$ cat config.mk
export PLATFORM = sky130hd
export DESIGN_NAME = seq_mult_16
export DESIGN_NICKNAME = d
export VERILOG_FILES = /design/src/rtl/seq_mult_16_pkg.sv /design/src/rtl/CLA_16bit.sv /design/src/rtl/seq_mult_16.sv
export SDC_FILE = /design/constraint.sdc
export NUM_CORES = 1
export LEC_CHECK = 0
export BUFFER_PORTS_ARGS = -buffer_cell sky130_fd_sc_hd__buf_4
export CAP_MARGIN = 0
export CELL_PAD_IN_SITES_DETAIL_PLACEMENT = 0
export CELL_PAD_IN_SITES_GLOBAL_PLACEMENT = 1
export CORE_ASPECT_RATIO = 1.4
export CORE_MARGIN = 3
export CORE_UTILIZATION = 25
export CTS_BUF_LIST = sky130_fd_sc_hd__clkbuf_4 sky130_fd_sc_hd__clkbuf_8
export DETAILED_ROUTE_END_ITERATION = 6
export HOLD_SLACK_MARGIN = 0.05
export PLACE_DENSITY = 0.52
export SETUP_SLACK_MARGIN = 0.15
export SYNTH_ARGS = -nofsm -noshare
export SYNTH_HDL_FRONTEND = slang
export SYNTH_SLANG_ARGS = --single-unit
$ cat constraint.sdc
create_clock -name clk -period 2.4 [get_ports clk]
set_input_delay 0.24 -clock clk [delete_from_list [all_inputs] [get_ports clk]]
set_output_delay 0.24 -clock clk [all_outputs]
set_load 0.02 [all_outputs]
$ cat src/rtl/seq_mult_16_pkg.sv
// Shared constants and state encoding for the sequential 16x16 multiplier.
package seq_mult_16_pkg;

  // Operand width; the datapath is built around a 16-bit adder.
  localparam int MULT_WIDTH = 16;

  // Index of the final add/shift iteration (16 iterations: 0..15).
  localparam logic [4:0] ITER_LAST = 5'd15;

  typedef enum logic [1:0] {
    ST_IDLE = 2'd0,
    ST_RUN  = 2'd1,
    ST_DONE = 2'd2
  } state_e;

endpackage

$ cat src/rtl/CLA_16bit.sv
// 16-bit two-level carry-lookahead adder: four 4-bit lookahead groups
// chained through group generate/propagate terms.
module CLA_16bit (
  input  logic [15:0] A,
  input  logic [15:0] B,
  input  logic        C_In,
  output logic [15:0] Sum,
  output logic        C_Out
);

  logic [15:0] g;
  logic [15:0] p;
  logic [16:0] c;
  logic [3:0]  gg;
  logic [3:0]  pg;

  assign g = A & B;
  assign p = A ^ B;

  // Carry network: group terms first, then carries inside each group.
  always_comb begin
    c    = '0;
    gg   = '0;
    pg   = '0;
    c[0] = C_In;
    for (int k = 0; k < 4; k++) begin
      gg[k] = g[4*k+3]
            | (p[4*k+3] & g[4*k+2])
            | (p[4*k+3] & p[4*k+2] & g[4*k+1])
            | (p[4*k+3] & p[4*k+2] & p[4*k+1] & g[4*k]);
      pg[k] = &p[4*k +: 4];
      c[4*k+1] = g[4*k] | (p[4*k] & c[4*k]);
      c[4*k+2] = g[4*k+1] | (p[4*k+1] & g[4*k]) | (p[4*k+1] & p[4*k] & c[4*k]);
      c[4*k+3] = g[4*k+2] | (p[4*k+2] & g[4*k+1]) | (p[4*k+2] & p[4*k+1] & g[4*k])
               | (p[4*k+2] & p[4*k+1] & p[4*k] & c[4*k]);
      c[4*k+4] = gg[k] | (pg[k] & c[4*k]);
    end
  end

  assign Sum   = p ^ c[15:0];
  assign C_Out = c[16];

endmodule

$ cat src/rtl/seq_mult_16.sv
// Sequential unsigned shift-and-add multiplier: one add/shift per clock,
// 16 iterations per operation, start/busy/done handshake.
module seq_mult_16
  import seq_mult_16_pkg::*;
#(
  parameter int WIDTH = MULT_WIDTH
) (
  input  logic                 clk,
  input  logic                 rst_n,
  input  logic                 start,
  input  logic [WIDTH-1:0]     a,
  input  logic [WIDTH-1:0]     b,
  output logic                 busy,
  output logic                 done,
  output logic [2*WIDTH-1:0]   product
);

  state_e             state_q, state_d;
  logic [WIDTH-1:0]   mcand_q, mcand_d;
  logic [2*WIDTH:0]   acc_q, acc_d;     // {carry, upper half, lower half}
  logic [4:0]         cnt_q, cnt_d;
  logic [2*WIDTH-1:0] product_q, product_d;

  logic [WIDTH-1:0]   cla_sum;
  logic               cla_cout;

  // The adder always sees the partial-product upper half and the multiplicand;
  // its result is only consumed when the current multiplier bit is 1.
  CLA_16bit u_cla (
    .A     (acc_q[2*WIDTH-1:WIDTH]),
    .B     (mcand_q),
    .C_In  (1'b0),
    .Sum   (cla_sum),
    .C_Out (cla_cout)
  );

  // Next-state and datapath update for the IDLE -> RUN -> DONE sequence.
  always_comb begin
    // NOTE: every variable gets its hold value first so no path infers a latch.
    state_d   = state_q;
    mcand_d   = mcand_q;
    acc_d     = acc_q;
    cnt_d     = cnt_q;
    product_d = product_q;
    unique case (state_q)
      ST_IDLE: begin
        if (start) begin
          mcand_d = a;
          acc_d   = {{(WIDTH+1){1'b0}}, b};
          cnt_d   = '0;
          state_d = ST_RUN;
        end
      end
      ST_RUN: begin
        // The adder carry-out lands in the upper-half MSB after the shift;
        // losing it would corrupt products near 0xFFFF_xxxx.
        if (acc_q[0]) acc_d = {1'b0, cla_cout, cla_sum, acc_q[WIDTH-1:1]};
        else          acc_d = acc_q >> 1;  // bit 32 is always 0 here
        cnt_d = cnt_q + 5'd1;
        if (cnt_q == ITER_LAST) begin
          product_d = acc_d[2*WIDTH-1:0];
          state_d   = ST_DONE;
        end
      end
      ST_DONE: state_d = ST_IDLE;
      default: state_d = ST_IDLE;
    endcase
  end

  // State and datapath registers; reset discards any in-flight operation.
  always_ff @(posedge clk or negedge rst_n) begin
    if (!rst_n) begin
      state_q   <= ST_IDLE;
      mcand_q   <= '0;
      acc_q     <= '0;
      cnt_q     <= '0;
      product_q <= '0;
    end else begin
      // NOTE: non-blocking so every register samples pre-edge values together.
      state_q   <= state_d;
      mcand_q   <= mcand_d;
      acc_q     <= acc_d;
      cnt_q     <= cnt_d;
      product_q <= product_d;
    end
  end

  assign busy    = (state_q == ST_RUN);
  assign done    = (state_q == ST_DONE);
  assign product = product_q;

endmodule

Word-level counts from Yosys, hierarchy flattened
Cells that the tools add are included. Widths: inputs -> output; s select.

$add $sub $neg: 1. Equal/unequal tests: 5. Multiplexer cells: 8. Bitwise gates (word level): 93. Reduce and logical (&&, ||, !) cells: 9.

Operator list (number): $pmux 33 s2 (1); $and 1x1->1 (54); $or 1x1->1 (36); $mux 33 (1); $mux 32 (1); $xor 16x16->16 (2); $and 16x16->16 (1); $reduce_and 4->1 (3); $pmux 5 s2 (1); $reduce_and 2->1 (4); $add 5x1->5 const B (1); $eq 5x4->1 const B (1); $mux 5 (1); $mux 2 (2); $pmux 2 s2 (1); $eq 2x1->1 const B (1); $eq 2x2->1 const B (1); $logic_not 2->1 (1); $ne 2x1->1 const B (1); $ne 2x2->1 const B (1); $reduce_bool 2->1 (1).

Register bits: 88. Bits of input ports: 35. Output and inout bits: 34.

Logic depth before layout (Yosys ltp)
Depth after elaboration: 14. Gate-level depth with buffers: 10.

By module
A second synthesis with hierarchy kept.

Cells, all modules: 381. Area total of the unflattened synthesis: 4347.9 µm².

By module, submodules not included: seq_mult_16 (times used 1, cells an instance 295, area an instance 3633.5 µm²); CLA_16bit (times used 1, cells an instance 86, area an instance 714.4 µm²).

Worst setup path after synthesis
OpenSTA, ideal clock, no wires.

Path type: reg-to-reg. From: reg mcand_q[7]. To: reg acc_q[28]. Library setup time: 0.133 ns. Arrival: 2.104 ns. Path slack: 0.163 ns. Cell stages (with the launch flop): 11. Buffers on the path: 0. Clock period less this slack: 2.237 ns. Path through: dfrtp_1 > ha_1 > a21oi_2 > nor3_1 > a2111oi_4 > nand2_1 > fa_1 > xnor2_1 > nand2_1 > o21ai_0 > o21ai_0.

Word-level cells in the longest chain between the ends: 13. Elaborated cells between the ends (all ways): 20.

RTL lines: start, declared (RTL line seq_mult_16.sv:19) `logic [WIDTH-1:0] mcand_q, mcand_d;`; start signal, assigned (RTL line seq_mult_16.sv:81) `mcand_q <= mcand_d;`; $xor 16x16->16 (RTL line CLA_16bit.sv:18) `assign p = A ^ B;`; $and 1x1->1, on equally long branches (RTL line CLA_16bit.sv:28, CLA_16bit.sv:29, CLA_16bit.sv:30); $or 1x1->1 (tied with other cells) (RTL line CLA_16bit.sv:28) `| (p[4*k+3] & g[4*k+2])`; $or 1x1->1 or $and 1x1->1 (tied branches) (RTL line CLA_16bit.sv:29, CLA_16bit.sv:30); $or 1x1->1 (RTL line CLA_16bit.sv:30) `| (p[4*k+3] & p[4*k+2] & p[4*k+1] & g[4*k]);`; $or 1x1->1 (*) (RTL line CLA_16bit.sv:36) `c[4*k+4] = gg[k] | (pg[k] & c[4*k]);`; $and 1x1->1 (*) (RTL line CLA_16bit.sv:36); $or 1x1->1 (*) (RTL line CLA_16bit.sv:36); $and 1x1->1 (*) (RTL line CLA_16bit.sv:32) `c[4*k+1] = g[4*k] | (p[4*k] & c[4*k]);`; $or 1x1->1 (*) (RTL line CLA_16bit.sv:32); $xor 16x16->16 (*) (RTL line CLA_16bit.sv:40) `assign Sum = p ^ c[15:0];`; $mux 32 (*) (RTL line seq_mult_16.sv:57) `if (acc_q[0]) acc_d = {1'b0, cla_cout, cla_sum, acc_q[WIDTH-1:1]};`; $pmux 33 s2 (*) (RTL line seq_mult_16.sv:45) `unique case (state_q)`; end signal, assigned (RTL line seq_mult_16.sv:75) `acc_q <= '0;`; end signal, assigned (RTL line seq_mult_16.sv:82) `acc_q <= acc_d;`; end, declared (RTL line seq_mult_16.sv:20) `logic [2*WIDTH:0] acc_q, acc_d;`.

Mark *: on every way between the ends. The rest lies on a longest branch, timed or not. A chain may end at the register's enable or synchronous reset.

Worst setup path in the final report
Same ends and word-level chain as after synthesis.

==> key figures <==
Synth
  • Ys flop type: dfrtp_1
  • Syn_area_per_cell: 10.6 um2
  • Post-synthesis instance area: 4230 um2
  • EDFF count, synth: 0
  • Synthesized net count: 457
  • Warnings from Yosys: 0
  • Cell variety after synth: 42
  • Seq cells post-synth: 87
  • Seq/Total Area, Yosys: 51.5%
  • Synth area leaders: dfrtp_1 52%, o21ai_0 8.1%, mux2_2 7.5%
  • Cell taking the most area after synthesis: dfrtp_1
  • Post-synth ARST share: 100%
  • Post-synth top area share: 51.5%
  • Instance count of the mapped netlist: 400

Layout
  • Commonest non-fill, non-tap cell in the layout: buf_4
  • P&R area growth vs syn: 29.6%
  • Most frequent cells in the layout: 91 x buf_4, 87 x dfrtp_1, 53 x o21ai_0
  • ANT cells: 0
  • Share of cells above drive strength 1: 33.7%
  • # nets final: 541
  • Final instance area: 5480 um2

Setup path
  • Worst path max stage delay: 400 ps
  • Slowest-stage cell, CP: dfrtp_1
  • Worst Path Arrival: 2450 ps
  • Reg2reg end: acc_q[28]$_DFFE_PN0P_
  • Worst Reg-to-Reg Cells: 10
  • Worst R2R Start: mcand_q[7]$_DFFE_PN0P_
  • CP Cell Sequence: ha_1 -> buf_4 -> and3_2 -> nand4b_1 -> nand2_1 -> fa_2 -> xnor2_1 -> nand2_1 -> o21ai_2 -> o21ai_1
  • Crit path kind: reg2reg
  • CP endpoint kind: flip-flop
  • Req. time, crit path: 2640 ps
  • CP Launch Type: flip-flop
  • Most used cell, CP: nand2_1
  • Crit-path max FO: 3
  • Reg2Reg Setup Slack: 190 ps

Timing
  • RSZ-0062 raised after global routing: true
  • Setup TNS after final layout: 0 ps
  • Final hold vios: 0
  • Final Slew Violations: 0
  • Setup skew after layout: 10.2 ps
  • Worst-Margin Slew: 405 ps
  • Max_slew headroom: 73.0%
  • Min Tclk post-route: 2210 ps
  • Fmax achieved: 453 MHz
  • Tcrit/Tclk final: 92.0%
  • Setup violators final: 0

Clocking
  • # H-tree levels: 3
  • Clock Tree Root: clkbuf_8
  • CTS Buffer Depth: 2
  • Inserted Clock Buffers: 9
  • TritonCTS sink count: 87
  • Clock latency at the later pin of the worst-skew pair: 370 ps
  • Worst-path clk slew: 90 ps
  • CTS tree: done

Global routing
  • Largest net degree at the start of global routing: 61
  • Gr usage total: 12.2%
  • Initial antenna violation count: 0
  • Grt ovf: 0
  • First-pass GRT wire length: 17900 um
  • Vias in the first global route: 3394

Detailed routing
  • DRC: 0
  • Initial DRT Pass Iterations: 4
  • DR vias/cell: 4.66
  • Antenna Nets Post-Route: 0
  • 1st-iter DRT viols: 97
  • Vias: 3199
  • Post-DR wirelength/cell: 15.8 um
  • Post-Route WL: 10800 um

Pwr
  • Final Power: 8.10 mW
  • Power Dens Cells: 1480 nW/um2
  • LEAKAGE: 2.48 nW
  • VDD IR max: 430 uV

Floorplan
  • Die H: 160 um
  • Chip width: 116 um
  • Full die area: 18500 um2
  • Core area: 16400 um2
  • Starting density of the core: 25.8%
  • Rows: 55
  • I/O pin count: 69

Worst hold path
  • Tightest Hold Check Type: in2reg
  • Hold wc startpoint: a[8]
  • Hold Path Stages: 3
  • Hold Crit Endpoint: mcand_q[8]$_DFFE_PN0P_

Placed design
  • PortBufs: 68
  • Post-detail-place hpwl: 7460 um
  • Final Wtd Congestion: 0.759
  • Post-DP Area: 5100 um2

Flow run
  • Number of max-cap violations: 0

Run status
  • Status: complete, no violations
## synthesized netlist by cell type, drive strengths merged (2+ instances only)
master,number
xnor2,5
nand2b,3
buf,6
clkbuf,15
inv,13
o21ai,68
a211oi,3
nor3,3
a21o,2
mux2,28
nor2,8
o21a,2
and3,2
xor2,2
a22oi,14
dfrtp,87
nor2b,17
a21oi,25
fa,4
ha,18
nand2,52
mux2i,8
## worst max-delay path: cells and delay by family (launching register included)
kind | cells | cell delay, ps
DFF | 1 | 400
xor gates and xnor gates | 1 | 150
and+or+nand+nor | 4 | 570
buffers and inverters | 1 | 160
AOI/OAI and AO/OA | 2 | 140
adders and majority gates | 2 | 670
## routing by layer
metal	GRT usage, %	up-vias	part of all wire (%)
li1	-	1570	-
met1	15.3	1571	45
met2	20.5	51	50
met3	2.99	7	3.7
met4	4.27	0	1.3
met5	0	-	0
## worst max path at each step
stage / startpoint / endpoint / slack [ps] / cells after the start
2_1_floorplan: mcand_q[7]$_DFFE_PN0P_ / acc_q[28]$_DFFE_PN0P_ / 160 / 10
3_3_place_gp: acc_q[19]$_DFFE_PN0P_ / product[24]$_DFFE_PN0P_ / -2 / 10
3_5_place_dp: acc_q[18]$_DFFE_PN0P_ / acc_q[24]$_DFFE_PN0P_ / -40 / 10
4_1_cts: mcand_q[5]$_DFFE_PN0P_ / acc_q[24]$_DFFE_PN0P_ / 150 / 10
5_1_grt: acc_q[21]$_DFFE_PN0P_ / acc_q[24]$_DFFE_PN0P_ / 50 / 10
6_report: mcand_q[7]$_DFFE_PN0P_ / acc_q[28]$_DFFE_PN0P_ / 190 / 10
## cell families (layout without fill, tap and decap cells)
logic type	count (synthesis)	in the layout	synth area share [%]
and+or+nand+nor	91	91	9.98
AOI/OAI and AO/OA	123	123	17.2
buffers and inverters	34	121	3.29
muxes	36	36	9.36
DFF	87	87	51.5
xor gates and xnor gates	7	7	1.45
adders and majority gates	22	22	7.23
## metrics by stage
step	hold slack [ps]	setup WS (ps)	cells	util [%]
after floorplan	-55.6	163	400	-
after global placement	203	-2.40	669	31.1
after detailed placement	211	-44.8	669	31.1
after CTS	55.8	148	684	32.8
after global routing	72.6	48.6	686	33.4
final	72.0	193	686	33.4
## where the power goes
group	internal (mW)	switching [mW]	total, mW
combinational	2.10	2.16	4.26
clock	0.585	0.524	1.11
sequential	2.17	0.563	2.73
total	4.85	3.25	8.10
## cell type report
type | instances | area (um2)
fillers | 1704 | 10900
flip-flops and latches | 87 | 2180
multi-input cells | 279 | 2060
repair buffers | 94 | 733
well taps | 199 | 249
clock buffers | 10 | 131
clock inverters | 4 | 72.6
inverters | 13 | 48.8
## flip-flops by register name, summed over array words and instances, names as in the netlist
register and flops:
acc_q 32, mcand_q 16, state_q 2, cnt_q 5, product 32
## timing repair
action                     CTS  global route
hold endpoints to repair    27             0
pin swaps                    7            13
resized for setup           13            27
buffers inserted             0             2
hold buffers                 1             0
cloned                       0             0
setup endpoints to repair   12            14
(Power assumes the default switching activity.)
